==> src/rtl/note_pkg.sv <==
// Shared types and constants for the note player: state encoding, field widths
// and the frequency table contents used by the step-size ROM.
package note_pkg;

    typedef enum logic [1:0] {
        NP_IDLE = 2'd0,
        NP_LOAD = 2'd1,
        NP_PLAY = 2'd2,
        NP_DONE = 2'd3
    } np_state_t;

    localparam int NOTE_W   = 6;
    localparam int DUR_W    = 6;
    localparam int SAMPLE_W = 16;
    localparam int ROM_DEPTH = 1 << NOTE_W;

    localparam logic [NOTE_W-1:0] NOTE_REST = 6'd0;

    // Phase step for a note index, scaled for a 20-bit accumulator at 48 kHz.
    // Index 49 is A4 (440 Hz); each step of 12 is one octave. The top octave
    // (A5..G#6) is tabulated and lower octaves are derived by halving.
    // Index 63 is a near-full-scale test tone that wraps the accumulator fast.
    function automatic logic [31:0] np_rom_step(input int unsigned idx);
        logic [31:0] base;
        int unsigned semi;
        int unsigned oct;
        base = 32'd0;
        if (idx == 0) begin
            return 32'd0;
        end
        if (idx == 63) begin
            return 32'h000F_0000;
        end
        semi = (idx - 1) % 12;
        oct  = (idx - 1) / 12;
        case (semi)
            0:       base = 32'd19224;
            1:       base = 32'd20367;
            2:       base = 32'd21578;
            3:       base = 32'd22861;
            4:       base = 32'd24221;
            5:       base = 32'd25661;
            6:       base = 32'd27187;
            7:       base = 32'd28803;
            8:       base = 32'd30516;
            9:       base = 32'd32331;
            10:      base = 32'd34253;
            default: base = 32'd36290;
        endcase
        return base >> (5 - oct);
    endfunction

endpackage

==> src/rtl/note_player_if.sv <==
// Note handshake between the song reader (master) and the note player (slave).
interface note_player_if;
    import note_pkg::*;

    logic [NOTE_W-1:0] note;
    logic [DUR_W-1:0]  duration;
    logic              new_note;
    logic              player_ready;
    logic              done_with_note;

    modport master (
        output note,
        output duration,
        output new_note,
        input  player_ready,
        input  done_with_note
    );

    modport slave (
        input  note,
        input  duration,
        input  new_note,
        output player_ready,
        output done_with_note
    );

endinterface

==> src/rtl/note_player_frequency_rom.sv <==
// Synchronous 64-entry step-size ROM: one cycle from addr to dout.
module frequency_rom
    import note_pkg::*;
#(
    parameter int PHASE_W = 20
) (
    input  logic               clk,
    input  logic               reset,
    input  logic [NOTE_W-1:0]  addr,
    output logic [PHASE_W-1:0] dout
);

    logic [PHASE_W-1:0] rom [ROM_DEPTH];
    logic [PHASE_W-1:0] dout_q;
    logic [PHASE_W-1:0] dout_d;

    generate
        for (genvar gi = 0; gi < ROM_DEPTH; gi++) begin : g_rom
            assign rom[gi] = PHASE_W'(np_rom_step(gi));
        end
    endgenerate

    always_comb begin
        dout_d = rom[addr];
    end

    always_ff @(posedge clk) begin
        if (!reset) begin
            dout_q <= '0;
        end else begin
            dout_q <= dout_d;
        end
    end

    assign dout = dout_q;

endmodule

==> src/rtl/note_player.sv <==
// Accepts one note at a time from the song reader and plays it as a square wave
// for the requested number of beats, producing one sample per codec request.
module note_player
    import note_pkg::*;
#(
    parameter int                          PHASE_W = 20,
    parameter logic signed [SAMPLE_W-1:0]  AMP     = 16'sh2000
) (
    input  logic                       clk,
    input  logic                       reset,
    input  logic                       play_enable,
    input  logic                       beat,
    input  logic                       generate_next_sample,
    note_player_if.slave               bus,
    output logic signed [SAMPLE_W-1:0] sample_out,
    output logic                       new_sample_ready
);

    np_state_t                  state_q, state_d;
    logic [NOTE_W-1:0]          note_q, note_d;
    logic [DUR_W-1:0]           beats_left_q, beats_left_d;
    logic [PHASE_W-1:0]         phase_q, phase_d;
    logic [PHASE_W-1:0]         step_q, step_d;
    logic signed [SAMPLE_W-1:0] sample_q, sample_d;
    logic                       sample_ready_q, sample_ready_d;

    logic [PHASE_W-1:0]         rom_dout;
    logic [PHASE_W-1:0]         phase_sum;
    logic                       beat_hit;
    logic                       sample_hit;

    // Addressed with the note about to be latched so the step is ready by the end of LOAD.
    frequency_rom #(
        .PHASE_W (PHASE_W)
    ) u_rom (
        .clk   (clk),
        .reset (reset),
        .addr  (note_d),
        .dout  (rom_dout)
    );

    assign phase_sum  = phase_q + step_q;
    assign beat_hit   = beat && play_enable;
    assign sample_hit = generate_next_sample && play_enable;

    always_comb begin
        state_d        = state_q;
        note_d         = note_q;
        beats_left_d   = beats_left_q;
        phase_d        = phase_q;
        step_d         = step_q;
        sample_d       = sample_q;
        sample_ready_d = 1'b0;

        case (state_q)
            NP_IDLE: begin
                if (bus.new_note) begin
                    note_d       = bus.note;
                    beats_left_d = bus.duration;
                    state_d      = NP_LOAD;
                end
            end
            NP_LOAD: begin
                step_d  = rom_dout;
                phase_d = '0;
                state_d = (beats_left_q == '0) ? NP_DONE : NP_PLAY;
            end
            NP_PLAY: begin
                if (sample_hit) begin
                    phase_d        = phase_sum;
                    sample_ready_d = 1'b1;
                    if (note_q == NOTE_REST) begin
                        sample_d = '0;
                    end else begin
                        sample_d = phase_sum[PHASE_W-1] ? -AMP : AMP;
                    end
                end
                // The final beat still lets a same-cycle sample request through.
                if (beat_hit && (beats_left_q != '0)) begin
                    beats_left_d = beats_left_q - 1'b1;
                    if (beats_left_q == DUR_W'(1)) begin
                        state_d = NP_DONE;
                    end
                end
            end
            NP_DONE: begin
                state_d  = NP_IDLE;
                sample_d = '0;
            end
        endcase
    end

    always_ff @(posedge clk) begin
        if (!reset) begin
            state_q        <= NP_IDLE;
            note_q         <= NOTE_REST;
            beats_left_q   <= '0;
            phase_q        <= '0;
            step_q         <= '0;
            sample_q       <= '0;
            sample_ready_q <= 1'b0;
        end else begin
            state_q        <= state_d;
            note_q         <= note_d;
            beats_left_q   <= beats_left_d;
            phase_q        <= phase_d;
            step_q         <= step_d;
            sample_q       <= sample_d;
            sample_ready_q <= sample_ready_d;
        end
    end

    assign bus.player_ready   = (state_q == NP_IDLE);
    assign bus.done_with_note = (state_q == NP_DONE);
    assign sample_out         = sample_q;
    assign new_sample_ready   = sample_ready_q;

endmodule

==> src/flat_wrapper.sv <==
// flat-port wrapper written by rule: the top's interface ports become plain ports
module note_player_flat import note_pkg::*;
#(
    parameter int                          PHASE_W = 20,
    parameter logic signed [SAMPLE_W-1:0]  AMP     = 16'sh2000
)
  (clk, reset, play_enable, beat, generate_next_sample, sample_out, new_sample_ready, bus_note, bus_duration, bus_new_note, bus_player_ready, bus_done_with_note);
  note_player_if bus_i ();
  input  logic clk;
  input  logic reset;
  input  logic play_enable;
  input  logic beat;
  input  logic generate_next_sample;
  output logic signed [SAMPLE_W-1:0] sample_out;
  output logic new_sample_ready;
  input wire logic [$bits(bus_i.note)-1:0] bus_note;
  input wire logic [$bits(bus_i.duration)-1:0] bus_duration;
  input wire logic [$bits(bus_i.new_note)-1:0] bus_new_note;
  output wire logic [$bits(bus_i.player_ready)-1:0] bus_player_ready;
  output wire logic [$bits(bus_i.done_with_note)-1:0] bus_done_with_note;
  assign bus_i.note = bus_note;
  assign bus_i.duration = bus_duration;
  assign bus_i.new_note = bus_new_note;
  assign bus_player_ready = bus_i.player_ready;
  assign bus_done_with_note = bus_i.done_with_note;
  note_player #(.PHASE_W(PHASE_W), .AMP(AMP)) u_core (.clk(clk), .reset(reset), .play_enable(play_enable), .beat(beat), .generate_next_sample(generate_next_sample), .bus(bus_i), .sample_out(sample_out), .new_sample_ready(new_sample_ready));
endmodule
==> config.mk <==
export PLATFORM = sky130hd
export DESIGN_NAME = note_player_flat
export DESIGN_NICKNAME = d
export VERILOG_FILES = /design/src/rtl/note_pkg.sv /design/src/rtl/note_player_if.sv /design/src/rtl/note_player_frequency_rom.sv /design/src/rtl/note_player.sv /design/src/flat_wrapper.sv
export SDC_FILE = /design/constraint.sdc
export NUM_CORES = 1
export LEC_CHECK = 0
export BUFFER_PORTS_ARGS = -buffer_cell sky130_fd_sc_hd__buf_2
export CAP_MARGIN = 0
export CORE_ASPECT_RATIO = 0.9
export CORE_MARGIN = 3
export CORE_UTILIZATION = 45
export CTS_BUF_LIST = sky130_fd_sc_hd__clkbuf_8
export CTS_CLUSTER_SIZE = 16
export DETAILED_ROUTE_END_ITERATION = 6
export SETUP_SLACK_MARGIN = 0.1
export SLEW_MARGIN = 20
export SYNTH_ARGS = -nofsm -noshare
export SYNTH_HDL_FRONTEND = slang
export SYNTH_SLANG_ARGS = --single-unit
==> constraint.sdc <==
create_clock -name clk -period 3.4 [get_ports clk]
set_clock_uncertainty 0.1 [all_clocks]
set_input_delay 0.68 -clock clk [delete_from_list [all_inputs] [get_ports clk]]
set_output_delay 0.68 -clock clk [all_outputs]
set_load 0.005 [all_outputs]
-- Word-level counts from Yosys, hierarchy flattened
Memories as Yosys holds them, arrays and structs flattened. A register that Yosys moved wholly into a read port is not among the register bits.
Cells that the tools add are included.
- latch bits: 0
- bits of input ports: 18
- ROM bits: 1280
- register bits after elaboration: 71
- output and inout port bits: 19
- RAM bits: 0
- memories: 1
- shift-type cells: 0
- $mul: 0
- $add $sub $neg: 2
- equal/unequal tests: 8
- div/mod/pow operators: 0
- reduce and logical (&&, ||, !) cells: 16
- magnitude comparators: 0
- muxes and demuxes: 17
- bitwise logic cells: 1
- memory list (name ; words ; bits a word ; read ports ; clocked after Yosys merged registers in ; write ports ; line ; text):
    (name not given) ; 64 ; 20 ; 1 ; 1 ; 0 ; note_player_frequency_rom.sv:24 ; dout_d = rom[addr];
- operators by type and width (operator ; number):
    2-to-1 mux 16 bit ; 3
    case mux 20 bit (2 select lines) ; 1
    case mux 16 bit (2 select lines) ; 1
    2-to-1 mux 6 bit ; 4
    adder 20 bit ; 1
    2-to-1 mux 20 bit ; 1
    logical NOT 6 bit ; 2
    case mux 6 bit (2 select lines) ; 1
    case mux 2 bit (4 select lines) ; 1
    inverter 6 -> 7 bit ; 1
    equality test 6 x 1 -> 1 bit (second input constant) ; 1
    2-to-1 mux 2 bit ; 3
    != test 2 x 1 -> 1 bit (second input constant) ; 3
    AND reduction 2 bit ; 3
    AND reduction 3 bit ; 2
    nonzero test 2 bit ; 3
    nonzero test 6 bit ; 1
    subtractor 6 x 1 -> 6 bit (second input constant) ; 1
    equality test 2 bit (second input constant) ; 2
    logical AND 1 bit ; 3
    equality test 2 x 1 -> 1 bit (second input constant) ; 1
    logical NOT 2 bit ; 1
    2-to-1 mux 1 bit ; 2
    != test 2 bit (second input constant) ; 1
    logical NOT 1 bit ; 1

-- Depth between registers and ports, before layout
- depth in word-level cells: 5
- mapped depth: 12

-- Modules after synthesis
From an unflattened synthesis, not the netlist that was laid out.
- cell total of the unflattened synthesis: 612
- area, all modules: 5172.5 um2
- modules (own cells, without submodules) (module ; cells each ; sequential area each (um2) ; instances ; area each (um2)):
    note_player ; 373 ; 1141.1 ; 1 ; 3316.9
    frequency_rom ; 239 ; 320.3 ; 1 ; 1855.5

-- Worst setup path before layout
OpenSTA, ideal clock, no wires.
- path kind: register to register
- from: register u_core.state_q[0]
- to: register u_core.u_rom.dout_q[7] (netlist: u_core.u_rom.dout[7])
- path buffers: 2
- clock period less this slack: 2.677 ns
- stages on the path, launching flop included: 13
- setup time: 0.133 ns
- data arrival time: 2.444 ns
- path slack: 0.723 ns
- data required time: 3.167 ns
- cells stage by stage: dfxtp_1 -> inv_1 -> ha_1 -> nand2_4 -> mux2i_4 -> buf_4 -> ha_1 -> buf_4 -> and2_1 -> a21oi_1 -> a211oi_1 -> o21ba_2 -> o22ai_1
- cells in the longest elaborated chain, start to end: 3
- RTL lines (what ; line ; text):
    start, declared ; note_player.sv:19 ; np_state_t state_q, state_d;
    start signal, assigned ; note_player.sv:103 ; state_q <= state_d;
    logical NOT 2 bit ; n/a ;
    via bus_player_ready ; flat_wrapper.sv:19 ; output wire logic [$bits(bus_i.player_ready)-1:0] bus_player_ready;
    2-to-1 mux 6 bit ; note_player.sv:55 ; case (state_q)
    inverter 6 -> 7 bit (implied by the code) ; note_player_frequency_rom.sv:24 ;
    end, declared ; note_player_frequency_rom.sv:14 ; logic [PHASE_W-1:0] dout_q;
The timed path passes the listed nets, and every way through them passes these cells.
A chain may end at the register's enable or synchronous reset.

-- Worst setup path after layout
- from: register u_core.state_q[0]
- to: register u_core.u_rom.dout_q[9] (netlist: u_core.u_rom.dout[9])
- cells in the longest elaborated chain, start to end: 3
- RTL lines (what ; line ; text):
    logical NOT 2 bit ; note_player.sv:55 ;
    2-to-1 mux 6 bit ; note_player.sv:55 ;
    via u_core.note_d[0] ; note_player.sv:20 ; logic [NOTE_W-1:0] note_q, note_d;
    inverter 6 -> 7 bit (implied by the code) ; note_player_frequency_rom.sv:24 ;
The timed path passes the listed nets, and every way through them passes these cells.

==> impl_metrics.ini <==
[clocking]
clock-sinks = 69
postCtsSetupBuffers = 0
clock_latency_ps = 350
clk_path_buf_depth = 2
htree_levels = 3
cts_tree = done
path_clk_slew_ps = 80
root_buffer = clkbuf_8
numCtsBuffers = 9

[synthesis]
postSynth.asyncResetShare = 0
synth_seq_cells = 69
synth_edf_count = 0
synth_area_mm2 = 0.00491
ys.flop_type = dfxtp_1
synth_cell_types = 78
synth_area_per_cell_um2 = 7.94
netlist_instances = 619
yosysWarnings = 0
seq_area_frac_synth = 0.281

[setup_path]
start_kind = flop
crit_fanout = 13
worstPathArrival_ps = 3260
end_kind = flop
required_ps = 3580
critPathKind = reg -> reg

[finish]
instances_no_fill = 757
fill_cells = 1023
final_util = 0.505
mostFrequentLayoutCell = dfxtp_1
area_growth_pct = 7.56
drive_above_1_share = 0.126
layout_common_cells = dfxtp_1 (69), nand2_1 (63), nor2_1 (62)
fin_nets = 675
antenna-diode-count = 0

[detailed_routing]
drtIter0Drc = 475
drt-wirelength-per-cell_um = 18.2
num_vias = 4683
detail_route.first_pass.iterations = 5
antenna_left = 0
viasPerCell = 6.19
finalWirelength_um = 13700
route.detailed.drc = 0

[die]
start_util = 0.470
io_pins = 37
dieArea_mm2 = 0.0122
fp-row-count = 35
die_h_um = 105
core_region_area_mm2 = 0.0105
chipWidth_um = 116

[placed_design]
dp.cells = 741
gp_congestion = 0.959
dpl.hpwl_um = 9900
io_buffers = 23

[grt]
antenna_found_initial = 0
grt_pass1_vias = 4363
met3_usage = 0.0475
gr-usage-all-layers = 0.231
grt_overflow_total = 0
grt-busiest-layer = met1
grt_use_met1 = 0.337
grt_start_max_net_pins = 39
grt_pass1_wl_um = 22500
met2_usage = 0.336

[timing]
min_period_ps = 3080
slew_violations = 0
setup_viol = 0
rsz0062_at_grt = false
max_slew_margin = 0.536
final.setup.tns_ps = 0
hold_viol_final = 0
worst_pin_slew_ps = 697
period_share = 0.905
max_freq_ghz = 0.325

[flow_run]
cap_violations = 0

[worst_hold_path]
min_path_type = reg -> reg

[run_status]
status = finished, final reports clean

[power_and_ir_drop]
leakage_nw = 2.25
vdd_drop_max_mv = 0.303
p_per_area_mw_per_mm2 = 759
## power breakdown
part / leakage [nW] / total, mW / internal (mW) / switching [mW]
Sequential: 0.562 / 1.06 / 0.955 / 0.102
Clock: 0.116 / 0.836 / 0.491 / 0.345
Combinational: 1.58 / 2.12 / 0.774 / 1.34
## path summary, 6_finish.rpt
check / end / slack (ps) / depth (start not counted) / start
setup / recovery: u_core.u_rom.dout[9]$_SDFF_PN0_ / 320 / 11 / u_core.state_q[0]$_SDFFE_PN0P_
hold / removal: u_core.phase_q[16]$_SDFFE_PN0P_ / 350 / 2 / u_core.phase_q[16]$_SDFFE_PN0P_
setup reg to reg: u_core.u_rom.dout[9]$_SDFF_PN0_ / 320 / 11 / u_core.state_q[0]$_SDFFE_PN0P_
hold reg to reg: u_core.phase_q[16]$_SDFFE_PN0P_ / 350 / 2 / u_core.phase_q[16]$_SDFFE_PN0P_
## layer usage
layer	wire (um)	share of wire	up-vias
li1	-	-	2259
met1	6620	0.48	2199
met2	5850	0.43	196
met3	924	0.067	29
met4	348	0.025	0
met5	0	0	-
## metrics by stage
stage / hold WS, ps / area [um2] / total power [mW] / setup slack, ps
after floorplan: 329 / 4960 / 2.65 / 723
after global placement: 336 / 5040 / 3.15 / 264
after detailed placement: 344 / 5040 / 3.15 / 262
after CTS: 356 / 5280 / 4.00 / 234
after global routing: 375 / 5290 / 4.28 / 122
final: 353 / 5290 / 4.01 / 324
## repair_timing
action | in CTS | in global routing
gates resized for setup | 0 | 1
setup endpoints to repair | 0 | 2
hold buffers | 0 | 0
hold endpoints to repair | 0 | 0
## worst max-delay path: stages (launching register included)
cell and delay (ps):
dfxtp_1 400, inv_1 120, ha_1 280, nand2_4 220
mux2i_4 410, inv_2 190, ha_2 330, nor2_1 210
o21bai_1 170, a211oi_1 100, a311o_1 350, a21oi_1 120
## sequential cells by signal, summed over array words and instances, names as in the netlist
| register | count |
|---|---|
| u_core.beats_left_q | 6 |
| u_core.state_q | 2 |
| u_core.sample_out | 2 |
| u_core.note_q | 6 |
| u_core.phase_q | 20 |
| u_core.new_sample_ready | 1 |
| u_core.u_rom.dout | 16 |
| u_core.step_q | 16 |
## cells by family (layout without fill, tap and decap cells)
family / after synthesis / count (layout) / synth area share
xor gates and xnor gates: 15 / 15 / 0.0267
adders and majority gates: 34 / 34 / 0.0881
AOI/OAI and AO/OA: 215 / 215 / 0.292
other: 1 / 13 / 0.000763
buffers and inverters: 68 / 65 / 0.0751
muxes: 26 / 26 / 0.0603
and+or+nand+nor: 191 / 191 / 0.176
DFF: 69 / 69 / 0.281
## synthesized netlist by cell type (all sizes together) (6+ instances only)
library cell / instances / area [um2]
o211ai: 9 / 67.6
and3: 6 / 37.5
a21o: 17 / 135
inv: 10 / 37.5
nor2: 64 / 250
mux2i: 23 / 259
a211oi: 20 / 155
nand2: 65 / 254
xnor2: 9 / 78.8
o21ai: 48 / 240
a21oi: 55 / 287
buf: 42 / 272
nand3: 16 / 80.1
nor3: 16 / 85.1
xor2: 6 / 52.6
a31oi: 12 / 75.1
ha: 33 / 413
clkbuf: 15 / 56.3
dfxtp: 69 / 1380
## area by class of cell
type                            instances  area (um2)  area share
Clock inverter                          7         123      0.0232
Inverter                               11        41.3     0.00781
Clock buffer                            9         124      0.0234
Sequential cell                        69        1380       0.261
Timing Repair Buffer                   38         240      0.0454
Multi-Input combinational cell        494        3220       0.608
Tap cell                              129         161      0.0305
(Power assumes the default switching activity.)
